File: src/rtl/mips_pkg.sv
// Shared types and constants for the instruction fetch path.
package mips_pkg;

    localparam int          INSTR_W            = 32;
    localparam logic [31:0] PC_INC             = 32'd4;
    localparam logic [31:0] DEF_RESET_VECTOR   = 32'h0000_0000;
    localparam logic [31:0] DEF_EXC_VECTOR     = 32'h0000_0180;

    // Fetch FSM encoding. The enum is used for the debug view; the
    // localparams are the encodings the state register is compared with.
    typedef enum logic [1:0] {
        IDLE = 2'd0,
        REQ  = 2'd1,
        WAIT = 2'd2,
        OUT  = 2'd3
    } state_e;

    localparam logic [1:0] ST_IDLE = 2'd0;
    localparam logic [1:0] ST_REQ  = 2'd1;
    localparam logic [1:0] ST_WAIT = 2'd2;
    localparam logic [1:0] ST_OUT  = 2'd3;

    // Force a byte address onto a word boundary.
    function automatic logic [31:0] align_word(input logic [31:0] addr);
        return addr & 32'hFFFF_FFFC;
    endfunction

endpackage

File: src/rtl/pc_next_sel.sv
// Next-PC selection: exception vector, redirect target, sequential
// increment or hold. All results are word aligned.
module pc_next_sel
    import mips_pkg::*;
#(
    parameter logic [31:0] EXC_VECTOR = DEF_EXC_VECTOR
) (
    input  logic [31:0] pc_i,
    input  logic        exc_i,
    input  logic        redirect_i,
    input  logic [31:0] redirect_target_i,
    input  logic        advance_i,
    output logic [31:0] pc_next_o,
    output logic        redirect_o
);

    // Priority mux: exception beats branch redirect beats sequential advance.
    always_comb begin
        pc_next_o  = pc_i;
        redirect_o = exc_i | redirect_i;
        if (exc_i) begin
            pc_next_o = align_word(EXC_VECTOR);
        end else if (redirect_i) begin
            pc_next_o = align_word(redirect_target_i);
        end else if (advance_i) begin
            pc_next_o = pc_i + PC_INC;
        end
    end

endmodule

File: src/rtl/fetch_sequencer.sv
// Instruction fetch sequencer: owns the PC, issues one word fetch at a time
// to instruction memory and presents the result to decode.
//
// Handshakes:
//   imem: a request transfers on a cycle where imem_req && imem_gnt; the
//         single response arrives later as a one-cycle imem_rvalid pulse.
//   decode: an instruction transfers on a cycle where if_valid && if_ready;
//         while if_valid is high and if_ready is low, if_pc/if_instr hold.
//         A redirect in the same cycle kills the instruction instead.
module fetch_sequencer
    import mips_pkg::*;
#(
    parameter logic [31:0] RESET_VECTOR = DEF_RESET_VECTOR,
    parameter logic [31:0] EXC_VECTOR   = DEF_EXC_VECTOR
) (
    input  logic               clk,
    input  logic               rst,
    output logic               imem_req,
    output logic [31:0]        imem_addr,
    input  logic               imem_gnt,
    input  logic               imem_rvalid,
    input  logic [INSTR_W-1:0] imem_rdata,
    input  logic               redirect_valid,
    input  logic [31:0]        redirect_target,
    input  logic               exc_valid,
    output logic               if_valid,
    output logic [31:0]        if_pc,
    output logic [INSTR_W-1:0] if_instr,
    input  logic               if_ready,
    output state_e             dbg_state
);

    logic [1:0]         state_q, state_d;
    logic [31:0]        pc_q, pc_d;
    logic               drop_q, drop_d;
    logic               boot_q, boot_d;
    logic [31:0]        if_pc_q, if_pc_d;
    logic [INSTR_W-1:0] if_instr_q, if_instr_d;

    logic               not_idle;
    logic               redir;
    logic               advance;

    // Redirects have no meaning before the first fetch, so IDLE masks them.
    assign not_idle = (state_q != ST_IDLE);
    assign advance  = (state_q == ST_OUT) && if_ready && !redir;

    pc_next_sel #(
        .EXC_VECTOR (EXC_VECTOR)
    ) u_pc_next_sel (
        .pc_i              (pc_q),
        .exc_i             (exc_valid & not_idle),
        .redirect_i        (redirect_valid & not_idle),
        .redirect_target_i (redirect_target),
        .advance_i         (advance),
        .pc_next_o         (pc_d),
        .redirect_o        (redir)
    );

    // Fetch FSM, stale-response drop flag and decode-side output registers.
    always_comb begin
        state_d    = state_q;
        drop_d     = drop_q;
        boot_d     = 1'b0;
        if_pc_d    = if_pc_q;
        if_instr_d = if_instr_q;
        case (state_q)
            ST_IDLE: begin
                // boot_q keeps IDLE for the first cycle after reset release.
                if (!boot_q) begin
                    state_d = ST_REQ;
                end
            end
            ST_REQ: begin
                if (imem_gnt) begin
                    state_d = ST_WAIT;
                    // Granted with the old address: its response is stale.
                    if (redir) begin
                        drop_d = 1'b1;
                    end
                end
            end
            ST_WAIT: begin
                if (imem_rvalid) begin
                    if (drop_q || redir) begin
                        drop_d  = 1'b0;
                        state_d = ST_REQ;
                    end else begin
                        if_pc_d    = pc_q;
                        if_instr_d = imem_rdata;
                        state_d    = ST_OUT;
                    end
                end else if (redir) begin
                    drop_d = 1'b1;
                end
            end
            ST_OUT: begin
                // A redirect kills the presented instruction even if accepted.
                if (redir || if_ready) begin
                    state_d = ST_REQ;
                end
            end
            default: begin
                state_d = ST_IDLE;
            end
        endcase
    end

    // State and datapath registers with synchronous active-low reset.
    always_ff @(posedge clk) begin
        if (!rst) begin
            state_q    <= ST_IDLE;
            pc_q       <= align_word(RESET_VECTOR);
            drop_q     <= 1'b0;
            boot_q     <= 1'b1;
            if_pc_q    <= '0;
            if_instr_q <= '0;
        end else begin
            state_q    <= state_d;
            pc_q       <= pc_d;
            drop_q     <= drop_d;
            boot_q     <= boot_d;
            if_pc_q    <= if_pc_d;
            if_instr_q <= if_instr_d;
        end
    end

    assign imem_req  = (state_q == ST_REQ);
    assign imem_addr = pc_q;
    assign if_valid  = (state_q == ST_OUT);
    assign if_pc     = if_pc_q;
    assign if_instr  = if_instr_q;
    assign dbg_state = state_e'(state_q);

endmodule

File: config.mk
export PLATFORM = sky130hd
export DESIGN_NAME = fetch_sequencer
export DESIGN_NICKNAME = d
export VERILOG_FILES = /design/src/rtl/mips_pkg.sv /design/src/rtl/pc_next_sel.sv /design/src/rtl/fetch_sequencer.sv
export SDC_FILE = /design/constraint.sdc
export NUM_CORES = 1
export LEC_CHECK = 0
export ABC_AREA = 0
export BUFFER_PORTS_ARGS = -buffer_cell sky130_fd_sc_hd__buf_2
export CAP_MARGIN = 20
export CORE_AREA = 2 2 95 97
export DETAILED_ROUTE_END_ITERATION = 6
export DIE_AREA = 0 0 97 99
export GPL_TIMING_DRIVEN = 0
export PLACE_DENSITY = 0.94
export SLEW_MARGIN = 10
export SYNTH_ARGS = -nofsm -noshare
export SYNTH_HDL_FRONTEND = slang
export SYNTH_HIERARCHICAL = 1
export SYNTH_SLANG_ARGS = --single-unit
File: constraint.sdc
create_clock -name clk -period 8.54 [get_ports clk]
set_input_delay 0.854 -clock clk [delete_from_list [all_inputs] [get_ports clk]]
set_output_delay 0.854 -clock clk [all_outputs]
set_load 0.01 [all_outputs]
* Word-level counts from Yosys, hierarchy flattened
Cells that the tools add are included.
** Cells by class
- Add/subtract/negate cells :: 1
- Equality and inequality tests :: 8
- Multiplexer cells :: 15
- Bitwise gates (word level) :: 5
- Reductions and logical operators :: 15
** Operators with widths (number)
- $mux W32 :: 2
- $add A32 B3 Y32 const B :: 1
- $mux W2 :: 5
- $mux W9 :: 1
- $pmux W2 S4 :: 1
- $reduce_and A3 Y1 :: 2
- $reduce_bool A2 Y1 :: 3
- $mux W1 :: 5
- $eq A2 B2 Y1 const B :: 2
- $ne A2 B1 Y1 const B :: 2
- $ne A2 B2 Y1 const B :: 2
- $reduce_and A4 Y1 :: 1
- $ne A3 B3 Y1 const B :: 1
- $reduce_bool A3 Y1 :: 1
- $reduce_or A3 Y1 :: 1
- $and A1 B1 Y1 :: 2
- $eq A2 B1 Y1 const B :: 1
- $logic_and A1 B1 Y1 :: 2
- $logic_not A2 Y1 :: 1
- $logic_or A1 B1 Y1 :: 2
- $not A1 Y1 :: 2
- $pmux W1 S2 :: 1
- $reduce_or A2 Y1 :: 1
- $logic_not A1 Y1 :: 1
- $or A1 B1 Y1 :: 1
** Word-level totals
- Register bits :: 100
- Output and inout port bits :: 100

* Longest topological paths before layout
Gate-level depths: netlist (run 1).
- Depth after elaboration :: 8
- Mapped depth :: 15
- Gate-level depth less buffers :: 12

* Cells and area by module
Netlist (run 1), hierarchy kept.
** Modules (own cells, without submodules)
- fetch_sequencer :: times used 1, cells an instance 379, area each 3405.8 µm², seq. area each 2001.9 µm²
- pc_next_sel :: times used 1, cells an instance 174, area each 1074.8 µm², seq. area each 0.0 µm²

* Worst setup path after synthesis (run 1)
Ideal clock, no wire load.
- Path kind :: input to register
- From :: input port redirect_valid
- To :: register pc_q[28], in the netlist imem_addr[28]
- Library setup time :: 0.115 ns
- Arrival :: 3.192 ns
- Path slack :: 5.233 ns
- Cell stages on the path :: 13
- Cells stage by stage :: nor2b_1 > clkbuf_1 > nor2_1 > inv_1 > and3b_1 > buf_4 > nand4_4 > or4_4 > buf_6 > nor4_4 > xnor2_1 > a211oi_2 > and2_1
** On the way
- Longest elaborated chain between the ends :: 5
- Elaborated cells on any way between the ends :: 6
- Classes of those cells :: mux (1); bitwise (2); reduce/logical (3)
** Ends and longest elaborated chain
- start: declaration :: RTL line fetch_sequencer.sv:23 : input logic redirect_valid,
- $and A1 B1 Y1 :: RTL line fetch_sequencer.sv:53 : .redirect_i (redirect_valid & not_idle),
- $or A1 B1 Y1 :: RTL line pc_next_sel.sv:20 : redirect_o = exc_i | redirect_i;
- named net redir :: RTL line fetch_sequencer.sv:41 : logic redir;
- $logic_not A1 Y1 :: RTL line fetch_sequencer.sv:46 : assign advance = (state_q == ST_OUT) && if_ready && !redir;
- $logic_and A1 B1 Y1 :: RTL line fetch_sequencer.sv:46
- named net advance :: RTL line fetch_sequencer.sv:42 : logic advance;
- $reduce_bool A2 Y1 (no line)
- end signal: assignment :: RTL line fetch_sequencer.sv:113 : pc_q <= align_word(RESET_VECTOR);
- end signal: assignment :: RTL line fetch_sequencer.sv:120 : pc_q <= pc_d;
- end: declaration :: RTL line fetch_sequencer.sv:34 : logic [31:0] pc_q, pc_d;
The timed path passes the listed nets, and every way through them passes these cells.
A chain may end at the register's enable or synchronous reset.

* Worst setup path after layout (run 1)
- From :: register state_q[0], in the netlist dbg_state[0]
- To :: register pc_q[20], in the netlist imem_addr[20]
** On the way
- Longest elaborated chain between the ends :: 6
- Elaborated cells on any way between the ends :: 11
- Classes of those cells :: eq/ne (1); mux (1); bitwise (3); reduce/logical (6)
** Ends and longest elaborated chain
- start: declaration :: RTL line fetch_sequencer.sv:33 : logic [1:0] state_q, state_d;
- start signal: assignment :: RTL line fetch_sequencer.sv:119 : state_q <= state_d;
- $reduce_bool A2 Y1 (*) :: RTL line fetch_sequencer.sv:45 : assign not_idle = (state_q != ST_IDLE);
- $and A1 B1 Y1 (on tied branches) :: RTL line fetch_sequencer.sv:52, fetch_sequencer.sv:53
- $or A1 B1 Y1 (*) :: RTL line pc_next_sel.sv:20
- named net redir :: RTL line fetch_sequencer.sv:41
- $logic_not A1 Y1 (*) :: RTL line fetch_sequencer.sv:46
- $logic_and A1 B1 Y1 (*) :: RTL line fetch_sequencer.sv:46
- named net advance :: RTL line fetch_sequencer.sv:42
- $reduce_bool A2 Y1 (no line) (*)
The timed path passes the listed nets; every way through them passes the cells marked *.

==> flow_summary.ini, run 1 <==
[status]
status = finished, final reports clean

[global_route]
grt_pass1_wl_um = 19640
grt_pass1_vias = 4247
overflow = 0
grt_max_degree = 19
grt.total_usage = 0.2468
antenna_found_initial = 0

[synthesis]
yosysTopAreaCell = dfxtp_1
ys_ff_latch = 100
synth_area_leaders = dfxtp_1, nand2_1, a21oi_1
yosys.cell_types.count = 43
ys_seq_area_frac = 0.4468
synth_nets = 631
synth_edf_count = 0
asyncSetResetFlopFracSynth = 0
synth-main-ff-cell = dfxtp_1
netlist.area_leader.share = 0.4468
ys_warn_count = 6
synthCells = 553
syn_avg_cell_area_um2 = 8.102
mappedNetlistArea_mm2 = 0.004481

[clock_network]
clockBufferDepth = 2
htree_levels = 3
clk_latency_ns = 0.36
clk_pin_slew_ns = 0.10
post_cts_resize_count = 0
cts_tree = done
clock-sinks = 100
cts_root_buf = clkbuf_8
numCtsBuffers = 9
post_cts_buffers = 0
cts_hold_buf = 0

[drt]
via_per_inst = 5.436
postRouteAntennaNets = 0
drc = 0
dr.first_iter.drc_count = 205
drt_wl_total_um = 12640
wl_per_cell_um = 14.96
vias = 4593
dr.pass1.iters = 5

[power]
p_sw_w = 0.0003524
p_comb_frac = 0.218
leakage_nw = 2.518
clkPwrFrac = 0.289
netSwitchingFraction = 0.3234
seqPwrFrac = 0.493
power.density_mw_per_mm2 = 192.4
finalPower_w = 0.001090
max-vdd-ir-drop_v = 0.0001093
power.internal_w = 0.0007372

[critical_path]
slowest_stage = nor4_1
endpoint_kind = flip-flop
worst-setup-path-type = reg2reg
required_ns = 8.84
path_cells = inv_1 > ha_1 > nor2b_1 > clkbuf_1 > nor2_1 > inv_1 > and3b_1 > buf_4 > nand4_4 > nor4_1 > nand4_1 > xor2_1 > a211oi_1 > and2_1
crit_fanout = 9
reg2reg_slack_ns = 4.79
startpoint_type = flip-flop
crit_arrival_ns = 4.05
r2r_start = dbg_state[0]
worst_path_most_repeated_cell = inv_1
r2r-end = imem_addr[20]
critPathMaxStageDelay_ns = 0.70
reg2reg_depth = 14

[floorplanning]
die_h_um = 99
dieArea_mm2 = 0.009603
initial_core_util = 0.5240
fp.dieW_um = 97
core_area_mm2 = 0.008551
pin_count = 171
num_rows = 34

[sta]
setup_viol = 0
maxSlewViolCount = 0
finalCriticalPeriod_ns = 3.750
max_freq_mhz = 266.7
hold_viol = 0
rsz0062_at_grt = false
skew_ns = 0.008918
tightest_slew_ns = 0.7929
finalSetupTns_ns = 0
max-slew-margin-rel = 0.4665
post-route-period-util = 0.4391

[cells_and_area]
insertedDiodeCount = 0
syn_to_final_growth_pct = 26.42
drive_gt1_frac = 0.2890
fin_nets = 810
fillers = 711
final_common_cell = buf_2
layout_common_cells = buf_2, nand2_1, dfxtp_1, a21oi_1, and2_1

[worst_hold_path]
holdPathStages = 2
min_to = if_pc[23]
hold_path_startpoint = if_pc[23]
hp-class = reg2reg

[placed_design]
gp_congestion = 0.8920
port_buffers = 167
hpwl_um = 9384

[flow_run]
drv_cap = 0
==> cells in the mapped netlist, drive strengths merged (9+ instances only) <==
| master | count |
|---|---|
| clkbuf | 15 |
| buf | 22 |
| nand4 | 12 |
| nand3 | 9 |
| dfxtp | 100 |
| inv | 10 |
| xnor2 | 12 |
| and2 | 35 |
| nand2 | 150 |
| xor2 | 14 |
| nor2 | 29 |
| a211oi | 14 |
| a21oi | 75 |
==> area by class of cell <==
| cell class | instances | area (µm²) | share of cell area |
|---|---|---|---|
| tap | 108 | 135.1 | 0.02386 |
| inverter | 10 | 37.54 | 0.006627 |
| buffer | 37 | 216.5 | 0.03822 |
| sequential | 100 | 2002 | 0.3534 |
| timing repair buffer | 168 | 840.8 | 0.1484 |
| clock inverter | 7 | 83.83 | 0.01480 |
| multi-input combinational | 406 | 2225 | 0.3928 |
| clock buffer | 9 | 123.9 | 0.02187 |
==> power groups by stage <==
stage               combinational, W  sequential, W  clock (W)
floorplan                   0.000136       0.000551          0
finish                      0.000237       0.000537   0.000315
global route                0.000257       0.000541   0.000335
detailed placement          0.000231       0.000546          0
CTS                         0.000233       0.000536   0.000319
global placement            0.000220       0.000544          0
==> worst max-delay path, delay by kind of cell, from the launching register on <==
kind | cells | cell delay (ns)
flip-flops | 1 | 0.38
AO/OA/AOI/OAI | 1 | 0.24
XOR/XNOR | 1 | 0.18
adder cells (fa/ha/maj) | 1 | 0.21
AND/OR/NAND/NOR | 7 | 1.91
buffers and inverters | 4 | 0.76
==> per-stage QoR <==
stage / hold WS [ns] / instance area, µm² / util / worst slack (ns) / std cells
global route: 0.4796 / 5664 / 0.6624 / 4.567 / 845
floorplan: 0.4805 / 4481 / - / 5.233 / 553
global placement: 0.4389 / 5451 / 0.6375 / 4.418 / 828
detailed placement: 0.4430 / 5451 / 0.6375 / 4.313 / 828
finish: 0.4551 / 5664 / 0.6624 / 4.790 / 845
CTS: 0.4568 / 5659 / 0.6618 / 4.608 / 844
==> per-layer routing <==
metal	GRT usage	part of all wire	routed length, µm	vias to the layer above
li1	-	-	-	2199
met1	0.3028	0.41	5233	2138
met2	0.4295	0.49	6155	224
met3	0.04184	0.072	909	32
met4	0.1051	0.027	339	0
met5	0	0	0	-
==> cell families after synthesis <==
family	after synthesis	synth area share
and+or+nand+nor	270	0.2899
DFF	100	0.4468
AOI/OAI and AO/OA	96	0.1204
buffers and inverters	47	0.05669
xor gates and xnor gates	26	0.05082
muxes	7	0.01592
adders and majority gates	7	0.01955
==> how the worst max path moves through the flow <==
stage / cells past startpoint / end / slack [ns] / start
6_report: 14 / imem_addr[20] / 4.79 / dbg_state[0]
5_1_grt: 15 / imem_addr[19] / 4.57 / dbg_state[1]
4_1_cts: 14 / imem_addr[19] / 4.61 / dbg_state[1]
3_5_place_dp: 13 / imem_addr[19] / 4.31 / redirect_valid
3_3_place_gp: 13 / imem_addr[23] / 4.42 / redirect_valid
2_1_floorplan: 13 / imem_addr[28] / 5.23 / redirect_valid
==> state kept, by name, indices dropped and copies added, names as in the netlist <==
name and count:
dbg_state 2, drop_q 1, if_instr 32, imem_addr 32, if_pc 32, boot_q 1
No activity file was read; power rests on OpenSTA's default activity.
==> run 2, diff against run 1 <==
--- a/config.mk
+++ b/config.mk
@@ -5,14 +5,14 @@
 export SDC_FILE = /design/constraint.sdc
 export NUM_CORES = 1
 export LEC_CHECK = 0
-export ABC_AREA = 0
+export ABC_AREA = 1
 export BUFFER_PORTS_ARGS = -buffer_cell sky130_fd_sc_hd__buf_2
 export CAP_MARGIN = 20
-export CORE_AREA = 2 2 95 97
+export CORE_AREA = 2 2 107 109
 export DETAILED_ROUTE_END_ITERATION = 6
-export DIE_AREA = 0 0 97 99
+export DIE_AREA = 0 0 109 111
 export GPL_TIMING_DRIVEN = 0
-export PLACE_DENSITY = 0.94
+export PLACE_DENSITY = 0.85
 export SLEW_MARGIN = 10
 export SYNTH_ARGS = -nofsm -noshare
 export SYNTH_HDL_FRONTEND = slang
==> constraint.sdc (replaced) <==
create_clock -name clk -period 3.3 [get_ports clk]
set_input_delay 0.33 -clock clk [delete_from_list [all_inputs] [get_ports clk]]
set_output_delay 0.33 -clock clk [all_outputs]
set_load 0.01 [all_outputs]
==> run 2 against run 1 <==
Against the previous run: critical endpoint is now imem_addr[28]; sequential power rose to 3.2 times the previous value; global-route usage shrank 2.3 points; sequential share of layout area down 3.2 points; register-to-register slack got worse by 4.4 ns; non-clock buffer count is 6 lower; area after synthesis rose by 10%.
==> flow_summary.ini, run 2 <==
[status]
status = finished, final reports clean

[critical_path]
crit_arrival_ns = 3.13
reg2reg_slack_ns = 0.41
required_ns = 3.54
endpoint_kind = flip-flop
crit_fanout = 21
startpoint_type = flip-flop
worst-setup-path-type = reg2reg

[placed_design]
gp_congestion = 0.8698
port_buffers = 167
post-place-ws_ns = -0.6700
dpl_cell_area_mm2 = 0.005953
hpwl_um = 10400

[power]
netSwitchingFraction = 0.3935
power.density_mw_per_mm2 = 702.3
seqPwrFrac = 0.393
clkPwrFrac = 0.224
p_comb_frac = 0.383
power.internal_w = 0.002657
max-vdd-ir-drop_v = 0.0002724
leakage_nw = 3.342
p_sw_w = 0.001724

[cells_and_area]
fillers = 1075
drive_gt1_frac = 0.2454
insertedDiodeCount = 0
final_area_mm2 = 0.006237
fin_nets = 991
layout_common_cells = buf_2, nor2_1, nand2_1, dfxtp_1, inv_1
final_common_cell = buf_2
syn_to_final_growth_pct = 26.30

[flow_run]
drv_cap = 0

[synthesis]
synth_edf_count = 0
ys_seq_area_frac = 0.4054
syn_avg_cell_area_um2 = 6.710
yosysTopAreaCell = dfxtp_1
mappedNetlistArea_mm2 = 0.004938
synth_most_common_cell = nor2_1
synthCells = 736
synth-main-ff-cell = dfxtp_1
ys_top_cells_by_count = nor2_1, nand2_1, dfxtp_1
asyncSetResetFlopFracSynth = 0
synth_area_leaders = dfxtp_1, nor2_1, nand2_1
yosys.cell_types.count = 33
netlist.area_leader.share = 0.4054
ys_ff_latch = 100
ys_warn_count = 6
synth_nets = 814

[clock_network]
clk_latency_ns = 0.34
htree_levels = 3
clk_pin_slew_ns = 0.06
numCtsBuffers = 9
clock-sinks = 100
cts_hold_buf = 0
cts_tree = done
clockBufferDepth = 2
cts_root_buf = clkbuf_16

[floorplanning]
initial_core_util = 0.4458
core_area_mm2 = 0.01108
dieArea_mm2 = 0.01210
pin_count = 171
num_rows = 39
fp.dieW_um = 109
die_h_um = 111

[drt]
drt_wl_total_um = 13810
drc = 0
wl_per_cell_um = 13.03
dr.pass1.iters = 6
postRouteAntennaNets = 0
dr.first_iter.drc_count = 385
via_per_inst = 4.794
vias = 5082

[sta]
setup_viol = 0
hold_viol = 0
maxSlewViolCount = 0
finalSetupTns_ns = 0
skew_ns = 0.007851
worst_slack_ns = 0.4093
tightest_slew_ns = 0.5568
max-slew-margin-rel = 0.6288
max_freq_mhz = 345.9
finalCriticalPeriod_ns = 2.891
rsz0062_at_grt = false
post-route-period-util = 0.8760

[global_route]
antenna_found_initial = 0
grt_pass1_wl_um = 21130
overflow = 0
grt_max_degree = 22
grt_pass1_vias = 4355
grt.total_usage = 0.2238

[worst_hold_path]
hp-class = in2reg
## run 2: cell count changes after synthesis, sizes merged, moves of 18 or more
cell   change
nor2     +146
inv       +87
o21ai     +82
a21oi     -67
and2      -35
nand3     +21
nand2     +18
## run 2: timing repair
| item | in CTS | in global routing |
|---|---|---|
| gates resized for setup | 2 | 3 |
| gates cloned | 0 | 0 |
| pin swaps | 0 | 0 |
| setup endpoints to repair | 90 | 23 |
| buffers inserted | 0 | 0 |
## run 2: path summary, 6_finish.rpt
check	startpoint	end	depth (start not counted)
max reg2reg	dbg_state[1]	imem_addr[28]	19
min	imem_rdata[30]	if_instr[30]	3
max	dbg_state[1]	imem_addr[28]	19
min reg2reg	if_pc[21]	if_pc[21]	2
## run 2: critical path: stages (launching register included)
cell and delay (ns):
dfxtp_1 0.36, inv_1 0.14, ha_1 0.25, nor2_1 0.07, buf_2 0.19, inv_2 0.21
nand2_4 0.22, nor2_4 0.30, nand2_4 0.09, nor2_4 0.15, nand2_4 0.10, nor2_4 0.15
buf_6 0.15, nand3_1 0.08, nand2_1 0.07, nand3_1 0.06, nand2_1 0.07, inv_1 0.04
nand2_1 0.05, inv_1 0.03
## run 2: logic make-up (layout without fill, tap and decap cells)
kind of cell,after synthesis,count (layout),share of synthesized area
simple gates,390,390,0.3324
buf+inv,130,311,0.1216
compound gates,101,101,0.1084
flops,100,100,0.4054
fa+ha+maj,7,7,0.01773
xor+xnor,7,7,0.01241
mux,1,1,0.002027
## run 2: layout make-up
class	instances	area [µm²]	share of cell area
plain buffers	32	230.2	0.03691
clock buffers	13	260.3	0.04173
clock inverters	2	10.01	0.001605
inverters	97	366.6	0.05878
multi-input cells	506	2354	0.3773
flip-flops and latches	100	2002	0.3210
well taps	143	178.9	0.02869
repair buffers	167	835.8	0.1340
## run 2: per-stage QoR
step	hold slack, ns	instances	util	power (W)
after global placement	0.4573	1046	0.5374	0.003370
after detailed placement	0.4661	1046	0.5374	0.003411
after CTS	0.2204	1060	0.5620	0.004389
after floorplan	0.4642	736	-	0.002805
after global routing	0.2409	1060	0.5631	0.004710
final	0.2280	1060	0.5631	0.004380
## run 2: per-layer routing
metal	GRT usage	wire length (µm)	vias up
li1	-	-	2628
met1	0.2724	5843	2201
met2	0.3752	6443	223
met3	0.03586	1112	30
met4	0.1145	414	0
met5	0	0	-
## run 2: power by group through the flow
stage                     Sequential, W  Combinational (W)  Clock [W]
final                           0.00172            0.00168   0.000981
after global routing            0.00176            0.00190    0.00105
after CTS                       0.00172            0.00167   0.000995
after detailed placement        0.00174            0.00167          0
after global placement          0.00173            0.00164          0
after floorplan                 0.00180            0.00100          0
==> run 3, diff against run 2 <==
--- a/config.mk
+++ b/config.mk
@@ -8,11 +8,13 @@
 export ABC_AREA = 1
 export BUFFER_PORTS_ARGS = -buffer_cell sky130_fd_sc_hd__buf_2
 export CAP_MARGIN = 20
-export CORE_AREA = 2 2 107 109
+export CELL_PAD_IN_SITES_DETAIL_PLACEMENT = 0
+export CELL_PAD_IN_SITES_GLOBAL_PLACEMENT = 1
+export CORE_AREA = 2 2 130 132
 export DETAILED_ROUTE_END_ITERATION = 6
-export DIE_AREA = 0 0 109 111
+export DIE_AREA = 0 0 132 134
 export GPL_TIMING_DRIVEN = 0
-export PLACE_DENSITY = 0.85
+export PLACE_DENSITY = 0.84
 export SLEW_MARGIN = 10
 export SYNTH_ARGS = -nofsm -noshare
 export SYNTH_HDL_FRONTEND = slang
==> run 3 against run 2 <==
Against the previous run: critical path depth stayed put; clock skew shrank 0.0011 ns; worst setup slack worse by 0.091 ns; die area rose by 46%; critical path type unchanged; core utilization shrank 17 points; sequential share of layout area down 1.0 points; fmax fell by 3.0%; sequential power is essentially flat.
==> flow_summary.ini, run 3 (synthesis gave the netlist of run 2 again) <==
[status]
status = finished, final reports clean

[placed_design]
hpwl_um = 11680
gp_congestion = 0.8128
post-place-ws_ns = -0.7208
port_buffers = 167
dpl_cell_area_mm2 = 0.006050

[global_route]
grt_max_degree = 16
grt_pass1_wl_um = 24220
overflow = 0
grt_pass1_vias = 4590
antenna_found_initial = 0
grt.total_usage = 0.1749

[worst_hold_path]
hold_path_startpoint = imem_rdata[28]
holdPathStages = 3
hp-class = in2reg
min_to = if_instr[28]

[clock_network]
clk_latency_ns = 0.35
clockBufferDepth = 2
cts_hold_buf = 0
htree_levels = 3
cts_tree = done
clock-sinks = 100
clk_pin_slew_ns = 0.07
cts_root_buf = clkbuf_16
numCtsBuffers = 9

[power]
seqPwrFrac = 0.371
power.density_mw_per_mm2 = 725.5
clkPwrFrac = 0.267
leakage_nw = 3.392
power.internal_w = 0.002904
max-vdd-ir-drop_v = 0.0002777
p_sw_w = 0.001766
netSwitchingFraction = 0.3782
finalPower_w = 0.004670
p_comb_frac = 0.362

[sta]
max-slew-margin-rel = 0.6132
post-route-period-util = 0.9034
hold_viol = 0
finalCriticalPeriod_ns = 2.981
maxSlewViolCount = 0
finalSetupTns_ns = 0
setup_viol = 0
max_freq_mhz = 335.4
rsz0062_at_grt = false
worst_slack_ns = 0.3187
tightest_slew_ns = 0.5803
skew_ns = 0.006796

[critical_path]
reg2reg_depth = 19
crit_arrival_ns = 3.23
path_cells = inv_1 > ha_2 > nor2_1 > buf_2 > inv_4 > nand2_2 > buf_4 > nor2_4 > nand2_2 > nor2_4 > nand2_4 > nor2_4 > nand3_1 > nand2_1 > nand3_1 > nand2_1 > inv_1 > nand2_1 > inv_1
endpoint_kind = flip-flop
crit_fanout = 12
required_ns = 3.55
startpoint = dbg_state[0]
r2r-end = imem_addr[25]
worst-setup-path-type = reg2reg
startpoint_type = flip-flop
critPathMaxStageDelay_ns = 0.37
cp_num_buf_inv = 6
r2r_start = dbg_state[0]
reg2reg_slack_ns = 0.32
path_delay_family = simple AND/OR/NAND/NOR gates
slowest_stage = dfxtp_1
cp_num_cells = 19

[cells_and_area]
layout_common_cells = buf_2, nor2_1, nand2_1, dfxtp_1, inv_1
utilization = 0.3952
drive_gt1_frac = 0.2508
syn_to_final_growth_pct = 30.35
final_area_mm2 = 0.006437
final_common_cell = buf_2
insertedDiodeCount = 0
fin_nets = 994

[drt]
drc = 0
via_per_inst = 4.352
dr.first_iter.drc_count = 259
drt_wl_total_um = 15320
vias = 4966
wl_per_cell_um = 13.42
postRouteAntennaNets = 0
dr.pass1.iters = 5

[floorplanning]
dieArea_mm2 = 0.01769
num_rows = 47
fp.dieW_um = 132
die_h_um = 134
initial_core_util = 0.3032
core_area_mm2 = 0.01629
pin_count = 171

[flow_run]
drv_cap = 0
## run 3: what timing repair did
item                                    in CTS  in global routing
gates resized for setup                      6                  3
pin swaps                                    0                  2
buffers inserted                             0                  2
endpoints found under the setup margin      92                 21
hold endpoints to repair                     0                  0
## run 3: per-layer routing
metal	GRT usage	up-vias	part of all wire
li1	-	2636	-
met1	0.2163	2177	0.45
met2	0.3012	140	0.48
met3	0.04611	13	0.062
met4	0.04771	0	0.012
met5	0	-	0
## run 3: how the worst max path moves through the flow
| stage | to | slack, ns |
|---|---|---|
| after floorplan | imem_addr[15] | 0.46 |
| after global placement | imem_addr[15] | -0.72 |
| after detailed placement | imem_addr[15] | -0.72 |
| after CTS | imem_addr[25] | 0.08 |
| after global routing | imem_addr[25] | 0.03 |
| final | imem_addr[25] | 0.32 |
## run 3: through the flow
step / std cells / hold WS [ns]
detailed placement: 1123 / 0.4680
global placement: 1123 / 0.4576
floorplan: 736 / 0.4642
finish: 1141 / 0.2137
CTS: 1139 / 0.1985
global route: 1141 / 0.2054
## run 3: final cells by class
| cell class | count | area, µm² |
|---|---|---|
| Clock inverter | 4 | 95.09 |
| Clock buffer | 12 | 256.5 |
| Multi-Input combinational cell | 506 | 2351 |
| Sequential cell | 100 | 2002 |
| Tap cell | 220 | 275.3 |
| Inverter | 97 | 369.1 |
| Timing Repair Buffer | 169 | 850.8 |
| Fill cell | 1780 | 9852 |
| Buffer | 33 | 237.7 |
## run 3: power groups by stage
stage	combinational [W]	clock (W)	sequential [W]
2_1_floorplan	0.00100	0	0.00180
3_3_place_gp	0.00167	0	0.00176
3_5_place_dp	0.00168	0	0.00177
4_1_cts	0.00170	0.00128	0.00174
5_1_grt	0.00195	0.00133	0.00178
6_report	0.00169	0.00125	0.00173
## run 3: tightest hold or removal path, cell delays in order
cell and delay [ns]:
buf_2 0.08, o21ai_1 0.05, nor2_1 0.07
